### src/rtl/punc_datapath.sv
// PUnC LC3 datapath: executes the register-transfer action selected by the
// control FSM's state code; holds PC, IR, NZP, R0-R7 and a temp register.
module punc_datapath #(
    parameter logic [15:0] PC_RESET  = 16'h0000,
    parameter logic [2:0]  NZP_RESET = 3'b010
) (
    input  logic        clk,
    input  logic        rst,
    input  logic [4:0]  state,
    output logic [15:0] instruction,
    output logic [15:0] mem_addr,
    input  logic [15:0] mem_rdata,
    output logic [15:0] mem_wdata,
    output logic        mem_we,
    output logic [15:0] pc,
    output logic [2:0]  nzp,
    output logic        halted,
    input  logic [2:0]  dbg_sel,
    output logic [15:0] dbg_data
);

    typedef enum logic [4:0] {
        S_FETCH = 5'd0,  S_DECODE = 5'd1,  S_ADD1  = 5'd2,  S_ADD2  = 5'd3,
        S_AND1  = 5'd4,  S_AND2   = 5'd5,  S_BR    = 5'd6,  S_JMP   = 5'd7,
        S_JSR1  = 5'd8,  S_JSR2   = 5'd9,  S_JSRR1 = 5'd10, S_JSRR2 = 5'd11,
        S_LD    = 5'd12, S_LDI1   = 5'd13, S_LDI2  = 5'd14, S_LDR   = 5'd15,
        S_LEA   = 5'd16, S_NOT    = 5'd17, S_RET   = 5'd18, S_ST    = 5'd19,
        S_STI1  = 5'd20, S_STI2   = 5'd21, S_STR   = 5'd22, S_HALT  = 5'd23
    } state_e;

    logic [15:0] pc_q, ir_q, temp_q;
    logic [2:0]  nzp_q;
    logic [15:0] regs [8];

    // Instruction fields and sign-extended immediates.
    logic [2:0]  dr, sr1, sr2;
    logic [15:0] imm5, off6, off9, off11;
    logic [15:0] sr_val, sr1_val, sr2_val, pc_rel, base_rel;

    assign dr    = ir_q[11:9];
    assign sr1   = ir_q[8:6];
    assign sr2   = ir_q[2:0];
    assign imm5  = {{11{ir_q[4]}},  ir_q[4:0]};
    assign off6  = {{10{ir_q[5]}},  ir_q[5:0]};
    assign off9  = {{7{ir_q[8]}},   ir_q[8:0]};
    assign off11 = {{5{ir_q[10]}},  ir_q[10:0]};

    assign sr_val   = regs[dr];
    assign sr1_val  = regs[sr1];
    assign sr2_val  = regs[sr2];
    assign pc_rel   = pc_q + off9;
    assign base_rel = sr1_val + off6;

    function automatic logic [2:0] nzp_of(input logic [15:0] value);
        if (value[15])          return 3'b100;
        else if (value == 16'h0) return 3'b010;
        else                     return 3'b001;
    endfunction

    logic [15:0] pc_next, temp_next, rf_wdata;
    logic [2:0]  rf_waddr;
    logic        ir_we, temp_we, rf_we, nzp_we, mem_we_int;

    // NOTE: every signal gets a default before the case so no state can leave one unassigned and infer a latch.
    always_comb begin
        pc_next    = pc_q;
        ir_we      = 1'b0;
        temp_we    = 1'b0;
        temp_next  = mem_rdata;
        rf_we      = 1'b0;
        rf_waddr   = dr;
        rf_wdata   = 16'h0;
        nzp_we     = 1'b0;
        mem_addr   = pc_q;
        mem_we_int = 1'b0;
        mem_wdata  = 16'h0;
        case (state)
            S_FETCH: begin
                ir_we   = 1'b1;
                pc_next = pc_q + 16'd1;
            end
            S_ADD1:  begin rf_we = 1'b1; nzp_we = 1'b1; rf_wdata = sr1_val + sr2_val; end
            S_ADD2:  begin rf_we = 1'b1; nzp_we = 1'b1; rf_wdata = sr1_val + imm5;    end
            S_AND1:  begin rf_we = 1'b1; nzp_we = 1'b1; rf_wdata = sr1_val & sr2_val; end
            S_AND2:  begin rf_we = 1'b1; nzp_we = 1'b1; rf_wdata = sr1_val & imm5;    end
            S_NOT:   begin rf_we = 1'b1; nzp_we = 1'b1; rf_wdata = ~sr1_val;          end
            S_BR: begin
                if ((ir_q[11:9] & nzp_q) != 3'b000) pc_next = pc_rel;
            end
            S_JMP, S_RET: pc_next = sr1_val;
            S_JSR1: begin
                rf_we    = 1'b1;
                rf_waddr = 3'd7;
                rf_wdata = pc_q;
            end
            S_JSR2: pc_next = pc_q + off11;
            S_JSRR1: begin
                // temp takes the pre-edge R[BaseR], so BaseR == R7 still jumps correctly.
                temp_we   = 1'b1;
                temp_next = sr1_val;
                rf_we     = 1'b1;
                rf_waddr  = 3'd7;
                rf_wdata  = pc_q;
            end
            S_JSRR2: pc_next = temp_q;
            S_LD: begin
                mem_addr = pc_rel;
                rf_we    = 1'b1;
                nzp_we   = 1'b1;
                rf_wdata = mem_rdata;
            end
            S_LDI1, S_STI1: begin
                mem_addr = pc_rel;
                temp_we  = 1'b1;
            end
            S_LDI2: begin
                mem_addr = temp_q;
                rf_we    = 1'b1;
                nzp_we   = 1'b1;
                rf_wdata = mem_rdata;
            end
            S_LDR: begin
                mem_addr = base_rel;
                rf_we    = 1'b1;
                nzp_we   = 1'b1;
                rf_wdata = mem_rdata;
            end
            S_LEA: begin
                rf_we    = 1'b1;
                rf_wdata = pc_rel;
            end
            S_ST: begin
                mem_addr   = pc_rel;
                mem_we_int = 1'b1;
                mem_wdata  = sr_val;
            end
            S_STI2: begin
                mem_addr   = temp_q;
                mem_we_int = 1'b1;
                mem_wdata  = sr_val;
            end
            S_STR: begin
                mem_addr   = base_rel;
                mem_we_int = 1'b1;
                mem_wdata  = sr_val;
            end
            S_DECODE, S_HALT: ;
            default: ;
        endcase
    end

    // NOTE: the register file is cleared on reset like the other state, since software may rely on R0-R7 starting at zero.
    always_ff @(posedge clk) begin
        if (rst) begin
            pc_q   <= PC_RESET;
            ir_q   <= 16'h0;
            nzp_q  <= NZP_RESET;
            temp_q <= 16'h0;
            for (int i = 0; i < 8; i++) regs[i] <= 16'h0;
        end else begin
            pc_q <= pc_next;
            if (ir_we)   ir_q            <= mem_rdata;
            if (temp_we) temp_q          <= temp_next;
            if (rf_we)   regs[rf_waddr]  <= rf_wdata;
            if (nzp_we)  nzp_q           <= nzp_of(rf_wdata);
        end
    end

    // Memory writes on this same edge, so reset must suppress the strobe directly.
    assign mem_we      = mem_we_int & ~rst;
    assign instruction = ir_q;
    assign pc          = pc_q;
    assign nzp         = nzp_q;
    assign halted      = (state == S_HALT);
    assign dbg_data    = regs[dbg_sel];

endmodule

### config.mk
export PLATFORM = sky130hd
export DESIGN_NAME = punc_datapath
export DESIGN_NICKNAME = d
export VERILOG_FILES = /design/src/rtl/punc_datapath.sv
export SDC_FILE = /design/constraint.sdc
export NUM_CORES = 1
export LEC_CHECK = 0
export BUFFER_PORTS_ARGS = -buffer_cell sky130_fd_sc_hd__buf_2
export CAP_MARGIN = 0
export CELL_PAD_IN_SITES_DETAIL_PLACEMENT = 2
export CELL_PAD_IN_SITES_GLOBAL_PLACEMENT = 2
export CORE_ASPECT_RATIO = 1.75
export CORE_MARGIN = 4
export CORE_UTILIZATION = 44
export CTS_BUF_LIST = sky130_fd_sc_hd__clkbuf_4 sky130_fd_sc_hd__clkbuf_8 sky130_fd_sc_hd__clkbuf_16
export DETAILED_ROUTE_END_ITERATION = 16
export PLACE_DENSITY = 0.88
export SETUP_SLACK_MARGIN = 0.1
export SKIP_LAST_GASP = 1
export SLEW_MARGIN = 40
export SYNTH_ARGS = -nofsm -noshare
export SYNTH_HDL_FRONTEND = slang
export SYNTH_SLANG_ARGS = --single-unit
### constraint.sdc
create_clock -name clk -period 8.8 [get_ports clk]
set_input_delay 0.88 -clock clk [delete_from_list [all_inputs] [get_ports clk]]
set_output_delay 0.88 -clock clk [all_outputs]
set_load 0.02 [all_outputs]
==> qor.txt, run 1 <==
CP Data Required Time = 7920 ps
Clk_skew = 10.2 ps
RSZ-0062 raised after global routing = no
Hpwl dp = 52500 um
Register clock-pin slew on the reported worst setup and hold paths = 80 ps
Count of input and output buffers = 110
Max-slew headroom = 39.3%
Die width = 150 um
Worst-margin pin slew = 908 ps
HP Class = reg -> reg
# rows = 90
CP startpoint kind = flip-flop
Number of gates resized after cts = 0
Ys async rst share = 0%
Largest net degree at the start of global routing = 43
Initial antenna violation count = 1
DRT Wirelength = 71900 um
Post-DP Area = 16400 um^2
Slowest stage cell on the critical path = or4bb_1
Clock Sinks = 188
Average routed wire per standard cell = 35.1 um
Dpl ws = 3000 ps
Root buf cell = clkbuf_16
Post-synth cell types = 99
Synth area leaders = edfxtp_1 25%, mux4_2 17%, dfxtp_1 7.7%
Max-Cap Viols = 0
Final worst slack = 2820 ps
Syn_nets = 1597
Nets@finish = 1664
Fill count = 3627
Static Leak = 6.32 nW
# Post-CTS Setup Buffers = 0
Avg Vias per Cell = 7.19
Setup CP Type = reg -> out
Total grt overflow = 0
Final Setup Violations = 0
Design Area, Final = 17100 um^2
Dominant cell type by area after synthesis = edfxtp_1
Hold bufs inserted after CTS = 0
Detailed-router iteration count before antenna repair = 9
Yosys warnings = 0
Crit path max fanout = 29
Layout cell share with drive strength beyond 1 = 23.6%
CP delay by family, top = compound AO/OA/AOI/OAI gates
Final min period = 5980 ps
Worst path max stage delay = 620 ps
Seq/Total Area, Yosys = 32.5%
I/O pin count = 111
WP buf/inv = 2
CP cell instances = buf_4 -> mux4_2 -> mux2_2 -> ha_1 -> a21o_1 -> a21oi_1 -> nor2b_1 -> o21ai_1 -> a311oi_1 -> or4bb_1 -> a41oi_1 -> o311ai_1 -> a21o_1 -> buf_2
Number of nets with antenna violations after routing = 0
Post-synthesis register bit count = 188
Max-slew violations = 0
Initial drt markers = 1526
Achievable Freq = 167 MHz
Starting Density = 44.8%
Die H = 257 um
VDD IR-drop max = 167 uV
First-pass GRT wire length = 106000 um
Vias post-DR = 14700
Total track usage = 37.2%
Mapped Area = 15500 um^2
Power Dens Cells = 142 nW/um^2
Setup TNS Final = 0 ps
CTS tree = done
Top FF cell, synth = edfxtp_1
GPL Wtd Cong = 0.945
EDFF count, synth = 128
Final hold violations = 0
Diode count = 0
Most frequent CP cell = a21o_1
Crit end category = output port
Post-Syn Instances = 1507
Synth top area share = 24.7%
CTS Buf Count = 17
Clock Tree Buf Depth = 2
WP data arrival = 5100 ps
Final worst-path cycle share = 68.0%
H-tree levels = 4
Die footprint = 38500 um^2
Vias in the first global route = 16300
Core Box Area = 34700 um^2
# DRC = 0
Status = complete, no violations
Post-Syn Area per Cell = 10.3 um^2
Area grow syn2layout = 9.85%
Skew-Pair Late Insertion Delay = 470 ps
-- cell type report --
cell class,count,area [um^2],area share [%]
clock buffers,18,433,2.54
clock inverters,14,185,1.08
inverters,26,97.6,0.572
multi-input cells,1187,9840,57.7
flip-flops and latches,188,5050,29.6
well taps,460,576,3.37
repair buffers,154,887,5.20
-- tightest hold or removal path, stage by stage (launching register included) --
cell and delay [ps]:
dfxtp_1 320, nand2_1 50, a21oi_1 50
-- Yosys cell counts (8+ instances only) --
master / count
o21ai_0: 45
nor3_1: 26
inv_1: 23
nand2b_1: 26
clkbuf_1: 58
o21a_1: 9
xor2_1: 18
edfxtp_1: 128
mux2i_1: 65
nor2_1: 247
dfxtp_1: 60
nand2_1: 101
a21o_1: 13
a222oi_1: 20
a31oi_1: 9
a211oi_1: 29
nor2b_1: 10
mux2_2: 30
or3_1: 13
a21oi_1: 100
buf_6: 8
a22oi_1: 14
a221oi_1: 20
clkbuf_8: 8
and3_1: 9
mux4_2: 116
xnor2_1: 30
o21ai_1: 8
nand3_1: 30
ha_1: 60
buf_2: 13
buf_1: 14
and2_1: 12
-- where the power goes --
| part | total, W | leakage, nW | internal (W) | switching (W) |
|---|---|---|---|---|
| registers | 0.00102 | 1.81 | 0.000975 | 0.0000495 |
| clock network | 0.000853 | 0.303 | 0.000458 | 0.000395 |
| logic | 0.000543 | 4.20 | 0.000195 | 0.000348 |
-- final timing paths --
check	start	end	slack, ps	cells after the start
setup / recovery	flip-flop	mem_addr[15]	2820	14
hold / removal	instruction[13]	instruction[13]	460	2
setup reg to reg	flip-flop	nzp[1]	3530	12
hold reg to reg	instruction[13]	instruction[13]	460	2
-- flip-flops by register name, indices dropped and copies added (netlist names), named ones only --
register     cells
regs           128
nzp              3
pc              16
temp_q          16
instruction     16
-- per-layer routing --
layer | wire length (um) | vias to the layer above | track usage (%) | part of all wire [%]
li1 | - | 5954 | - | -
met1 | 23300 | 7503 | 38.2 | 32
met2 | 37100 | 889 | 65.1 | 52
met3 | 4890 | 373 | 7.67 | 6.8
met4 | 6630 | 2 | 28.3 | 9.2
met5 | 9 | - | 0 | 0.013
-- kinds of logic after synthesis --
family / synth area share [%]
mux: 23.7
xor+xnor: 2.70
buf+inv: 4.53
flops: 32.5
compound gates: 15.7
simple gates: 15.5
fa+ha+maj: 5.35
-- layout by cell type, fill, tap and decap left out, types with 25 or more instances in the layout --
cell type	Yosys	routed
edfxtp_1	128	128
nand2_1	101	99
nand3_1	30	30
ha_1	60	60
buf_2	13	109
buf_4	1	44
xnor2_1	30	30
nor3_1	26	25
mux2i_1	65	65
o21ai_0	45	45
nand2b_1	26	26
a21oi_1	100	99
mux2_2	30	30
a211oi_1	29	26
dfxtp_1	60	56
mux4_2	116	116
nor2_1	247	247
-- per-stage QoR --
| stage | power, W | hold WS (ps) | std cells | utilization (%) |
|---|---|---|---|---|
| floorplan | 0.00137 | 535 | 1507 | - |
| global route | 0.00249 | 502 | 2047 | 49.2 |
| global placement | 0.00152 | 442 | 2014 | 47.3 |
| CTS | 0.00241 | 470 | 2046 | 49.2 |
| finish | 0.00242 | 465 | 2047 | 49.2 |
| detailed placement | 0.00156 | 457 | 2014 | 47.4 |
Power figures use the tool's default switching activity.
==> run 2, diff against run 1 <==
CORE_UTILIZATION = 41   (was 44)
PLACE_DENSITY = 0.83   (was 0.88)
clock period = 6 ns   (was 8.8 ns; I/O delays follow)
==> run 2 against run 1 <==
Sequential share of layout area fell by 0.27 points. Wire length fell by 2.3%. Highest routed layer is now met4. Setup slack got worse by 2200 ps. Die area rose by 7.0%. Critical path type unchanged. Combinational power rose by 45%. Cell area rose by 0.86%. Largest power group unchanged. Register-to-register slack got worse by 2500 ps. Largest cell class unchanged. Clock power rose by 43%. Count of clock-buffer cells in the layout did not move. Critical path depth did not move.
==> qor.txt, run 2 (same netlist as run 1, synthesis figures left out) <==
I/O pin count = 111 (unchanged)
H-tree levels = 4 (unchanged)
Register clock-pin slew on the reported worst setup and hold paths = 80 ps (about the same)
Final min period = 5430 ps
Most frequent cells in the layout = 247 x nor2_1, 128 x edfxtp_1, 116 x mux4_2 (unchanged)
Top reg by flops = regs (unchanged)
Number of nets with antenna violations after routing = 0 (unchanged)
HP Class = in -> reg (was reg -> reg)
Number of gates resized after cts = 0 (unchanged)
CP Data Required Time = 5400 ps (was 7920 ps)
Setup TNS Final = 0 ps (unchanged)
Vias in the first global route = 16200 (was 16300)
CTS Buf Count = 17 (unchanged)
Achievable Freq = 184 MHz
Hold WS = 407 ps (was 465 ps)
Final worst-path cycle share = 90.5%
# Post-CTS Setup Buffers = 0 (unchanged)
Skew-Pair Late Insertion Delay = 470 ps (about the same)
Most common cell after layout, fill and taps aside = nor2_1 (unchanged)
# DRC = 0 (unchanged)
GPL Wtd Cong = 0.959 (was 0.945)
Clock Tree Buf Depth = 2 (unchanged)
First-pass GRT wire length = 104000 um (was 106000 um)
Max-slew headroom = 43.7% (was 39.3%)
Max reg flops = 128 (unchanged)
Final Setup Violations = 0 (unchanged)
DRT Wirelength = 70300 um (was 71900 um)
Layout cell share with drive strength beyond 1 = 24.2% (was 23.6%)
Clock Sinks = 188 (unchanged)
Root buf cell = clkbuf_16 (unchanged)
Total power = 0.00351 W (was 0.00242 W)
Die H = 266 um (was 257 um)
Fill count = 3977 (was 3627)
WP data arrival = 4830 ps (was 5100 ps)
VDD IR-drop max = 225 uV (was 167 uV)
RSZ-0062 raised after global routing = no (unchanged)
Hold bufs inserted after CTS = 0 (unchanged)
Avg Vias per Cell = 7.00 (was 7.19)
Die width = 155 um (was 150 um)
Worst-margin pin slew = 840 ps (was 908 ps)
Hpwl dp = 52400 um (was 52500 um)
Power Dens Cells = 204 nW/um^2 (was 142 nW/um^2)
Final worst slack = 571 ps (was 2820 ps)
# rows = 94 (was 90)
Status = complete, no violations (unchanged)
Average routed wire per standard cell = 33.7 um (was 35.1 um)
Max-Cap Viols = 0 (unchanged)
Initial antenna violation count = 0 (was 1)
Setup CP Type = reg -> out (unchanged)
Vias post-DR = 14600 (was 14700)
Detailed-router iteration count before antenna repair = 6 (was 9)
Max-slew violations = 0 (unchanged)
Static Leak = 6.40 nW (was 6.32 nW)
CP startpoint kind = flip-flop (unchanged)
Starting Density = 41.4% (was 44.8%)
Nets@finish = 1683 (was 1664)
Crit path max fanout = 6 (was 29)
Total track usage = 33.9% (was 37.2%)
Final hold violations = 0 (unchanged)
Initial drt markers = 1447 (was 1526)
Total grt overflow = 0 (unchanged)
CTS tree = done (unchanged)
Count of input and output buffers = 110 (unchanged)
Area grow syn2layout = 10.8% (was 9.85%)
Crit end category = output port (unchanged)
Die footprint = 41200 um^2 (was 38500 um^2)
Largest net degree at the start of global routing = 48 (was 43)
Clk_skew = 10.5 ps (was 10.2 ps)
Core Box Area = 37500 um^2 (was 34700 um^2)
Dpl ws = 710 ps (was 3000 ps)
[run 2: changes by cell type in the layout (fill, tap and decap cells not counted), sizes merged]
cell      delta
buf         +19
inv          -1
clkinv       +3
bufinv       -1
clkinvlp     -1
diode        +1
[run 2: report_power, final]
part | internal, W | switching (W) | total, W
clock | 0.000629 | 0.000595 | 0.00122
sequential | 0.00143 | 0.0000699 | 0.00150
combinational | 0.000292 | 0.000495 | 0.000788
[run 2: layer usage]
layer / up-vias / GRT usage (%) / wire (um) / share of wire [%]
li1: 5993 / - / - / -
met1: 7528 / 34.2 / 23400 / 33
met2: 759 / 61.5 / 36800 / 52
met3: 324 / 4.74 / 3460 / 4.9
met4: 0 / 26.6 / 6560 / 9.3
met5: - / 0 / 0 / 0
[run 2: worst paths after layout]
kind                    from               to  slack [ps]  depth (start not counted)
max                flip-flop     mem_addr[14]         570                         14
min            mem_rdata[15]  instruction[15]         410                          3
max reg2reg        flip-flop           nzp[1]        1060                         14
min reg2reg  instruction[15]  instruction[15]         460                          2
[run 2: area by class of cell]
cell class              instances  area (um^2)  area share [%]
clock buffers                  18          433            2.51
repair buffers                173         1030            5.98
diodes                          1         2.50          0.0145
clock inverters                14          164           0.952
inverters                      26         97.6           0.567
well taps                     480          601            3.49
multi-input cells            1187         9840            57.2
flip-flops and latches        188         5050            29.3
[run 2: worst max-delay path: stages (launching register included)]
cell      delay, ps
dfxtp_1         600
mux4_2          560
mux2_2          400
ha_1            260
fa_1            430
a21o_1          190
a21oi_1         230
nor2b_1         150
o211ai_1        300
a21oi_1         150
nand2b_1        220
a31oi_1         240
nor4b_1          70
or3_1           380
buf_2           160
[run 2: stage by stage]
stage / utilization, % / std cells / instance area, um^2
5_1_grt: 45.9 / 2086 / 17200
3_5_place_dp: 44.2 / 2053 / 16600
6_report: 45.9 / 2087 / 17200
4_1_cts: 45.8 / 2085 / 17200
2_1_floorplan: - / 1507 / 15500
3_3_place_gp: 44.2 / 2052 / 16600
==> run 3, diff against run 2 <==
--- a/constraint.sdc
+++ b/constraint.sdc
@@ -3,2 +3,2 @@
 set_output_delay 0.6 -clock clk [all_outputs]
-set_load 0.02 [all_outputs]
+set_load 0.1 [all_outputs]
==> run 3 against run 2 <==
Sequential power barely moved. Final cell count is essentially flat. Sequential share of layout area hardly changed. Setup slack got worse by 230 ps. Critical path depth is 1 lower. Maximum frequency shrank 4.0%. Critical endpoint is now mem_addr[13]. Count of clock-buffer cells in the layout fell by 1. Clock power barely moved. Largest cell class unchanged. Highest routed layer unchanged. Cell area up 0.17%. Clock skew barely moved. Utilization up 0.077 points. Sequential cell count is the same.
==> qor.txt, run 3 (same netlist as run 1, synthesis figures left out) <==
Register clock-pin slew on the reported worst setup and hold paths = 80 ps (about the same)
Number of gates resized after cts = 0 (unchanged)
# Post-CTS Setup Buffers = 0 (unchanged)
Max-slew violations = 0 (unchanged)
Worst-margin pin slew = 926 ps (was 840 ps)
Most common cell after layout, fill and taps aside = nor2_1 (unchanged)
Diode count = 0 (was 1)
Number of nets with antenna violations after routing = 0 (unchanged)
CP startpoint kind = flip-flop (unchanged)
Design Area, Final = 17200 um^2 (about the same)
CP cell instances = mux4_2 -> mux2_2 -> ha_1 -> a21o_1 -> a21oi_1 -> nor2b_1 -> o21ai_1 -> a311oi_1 -> or4bb_1 -> a31oi_1 -> xor2_1 -> o21ai_1 -> buf_2 (was mux4_2 -> mux2_2 -> ha_1 -> fa_1 -> a21o_1 -> a21oi_1 -> nor2b_1 -> o211ai_1 -> a21oi_1 -> nand2b_1 -> a31oi_1 -> nor4b_1 -> or3_1 -> buf_2)
VDD IR-drop max = 211 uV (was 225 uV)
WP data arrival = 5060 ps (was 4830 ps)
Root buf cell = clkbuf_16 (unchanged)
Most frequent cells in the layout = 247 x nor2_1, 128 x edfxtp_1, 116 x mux4_2 (unchanged)
Achievable Freq = 177 MHz (was 184 MHz)
Clock Sinks = 188 (unchanged)
Final worst-path cycle share = 94.3% (was 90.5%)
Max reg flops = 128 (unchanged)
GPL Wtd Cong = 0.987 (was 0.959)
Top reg by flops = regs (unchanged)
Max-Cap Viols = 0 (unchanged)
HP Class = in -> reg (unchanged)
CTS Buf Count = 17 (unchanged)
Final min period = 5660 ps (was 5430 ps)
Max-slew headroom = 38.3% (was 43.7%)
Nets@finish = 1683 (unchanged)
Area grow syn2layout = 11.0% (was 10.8%)
RSZ-0062 raised after global routing = no (unchanged)
Post-DP Area = 16600 um^2 (about the same)
Starting Density = 41.4% (unchanged)
Total track usage = 34.1% (was 33.9%)
Layout cell share with drive strength beyond 1 = 24.2% (unchanged)
Initial drt markers = 1414 (was 1447)
Clock Tree Buf Depth = 2 (unchanged)
CTS tree = done (unchanged)
Avg Vias per Cell = 7.05 (was 7.00)
Vias post-DR = 14700 (was 14600)
Count of input and output buffers = 110 (unchanged)
Detailed-router iteration count before antenna repair = 6 (unchanged)
Setup CP Type = reg -> out (unchanged)
Worst Hold Path EP = instruction[15] (unchanged)
Final core utilization = 46.0% (was 45.9%)
Clk_skew = 10.6 ps (was 10.5 ps)
Final Setup Violations = 0 (unchanged)
Hpwl dp = 52300 um (was 52400 um)
R2R setup slack = 960 ps (was 1060 ps)
Reg2reg end = nzp[1] (unchanged)
Hold bufs inserted after CTS = 0 (unchanged)
Initial antenna violation count = 0 (unchanged)
Crit end category = output port (unchanged)
Reg2Reg Depth = 13 (was 14)
Total grt overflow = 0 (unchanged)
Crit path max fanout = 8 (was 6)
Most frequent CP cell = o21ai_1 (was a21oi_1)
Status = complete, no violations (unchanged)
Largest net degree at the start of global routing = 38 (was 48)
Final hold violations = 0 (unchanged)
H-tree levels = 4 (unchanged)
# DRC = 0 (unchanged)
CP Data Required Time = 5400 ps (about the same)
Power Dens Cells = 216 nW/um^2 (was 204 nW/um^2)
Die footprint = 41200 um^2 (unchanged)
DRT Wirelength = 71100 um (was 70300 um)
Die H = 266 um (unchanged)
Core Box Area = 37500 um^2 (unchanged)
Static Leak = 6.40 nW (about the same)
Slowest stage cell on the critical path = or4bb_1 (was dfxtp_1)
# rows = 94 (unchanged)
I/O pin count = 111 (unchanged)
Die width = 155 um (unchanged)
Average routed wire per standard cell = 34.1 um (was 33.7 um)
Setup TNS Final = 0 ps (unchanged)
Cell count along the critical path = 13 (was 14)
CP delay by family, top = compound AO/OA/AOI/OAI gates (unchanged)
WHS Path Cells = 3 (unchanged)
Skew-Pair Late Insertion Delay = 480 ps (was 470 ps)
First-pass GRT wire length = 105000 um (was 104000 um)
WP buf/inv = 1 (unchanged)
Vias in the first global route = 16300 (was 16200)
Worst path max stage delay = 640 ps (was 600 ps)
Min-delay src = mem_rdata[15] (unchanged)
-- run 3: cell type report --
class / instances / area (um^2)
Clock inverter: 15 / 178
Fill cell: 3914 / 20300
Clock buffer: 17 / 425
Sequential cell: 188 / 5050
Inverter: 26 / 97.6
Tap cell: 480 / 601
Multi-Input combinational cell: 1187 / 9850
Timing Repair Buffer: 173 / 1050
-- run 3: how the worst max path moves through the flow --
| stage | start | endpoint | slack [ps] |
|---|---|---|---|
| floorplan | flip-flop | mem_addr[12] | 190 |
| global placement | state[1] | nzp[1] | 620 |
| detailed placement | state[1] | nzp[0] | 630 |
| CTS | flip-flop | mem_addr[13] | 370 |
| global route | flip-flop | mem_addr[14] | 170 |
| finish | flip-flop | mem_addr[13] | 340 |
-- run 3: report_power, final --
part	total, W	internal, W	switching, W
registers	0.00150	0.00143	0.0000731
logic	0.00101	0.000294	0.000719
clock network	0.00121	0.000596	0.000616
total	0.00373	0.00232	0.00141
-- run 3: per-stage QoR --
step                setup WS (ps)  hold slack (ps)  instances  total power (W)
CTS                           368              389       2086          0.00372
finish                        343              392       2086          0.00373
global placement              622              440       2053          0.00247
detailed placement            628              448       2054          0.00251
global route                  170              429       2086          0.00383
floorplan                     190              542       1507          0.00222
-- run 3: tightest hold or removal path: cells and delay by family --
family          cells  cell delay (ps)
buf+inv             1              120
compound gates      1               50
simple gates        1               50
-- run 3: routing by layer --
| layer | GRT usage, % | vias up | routed length [um] |
|---|---|---|---|
| met2 | 62.2 | 802 | 37400 |
| met4 | 25.4 | 0 | 6130 |
| met3 | 5.24 | 332 | 4060 |
| li1 | - | 5990 | - |
| met5 | 0 | - | 0 |
| met1 | 34.7 | 7588 | 23600 |
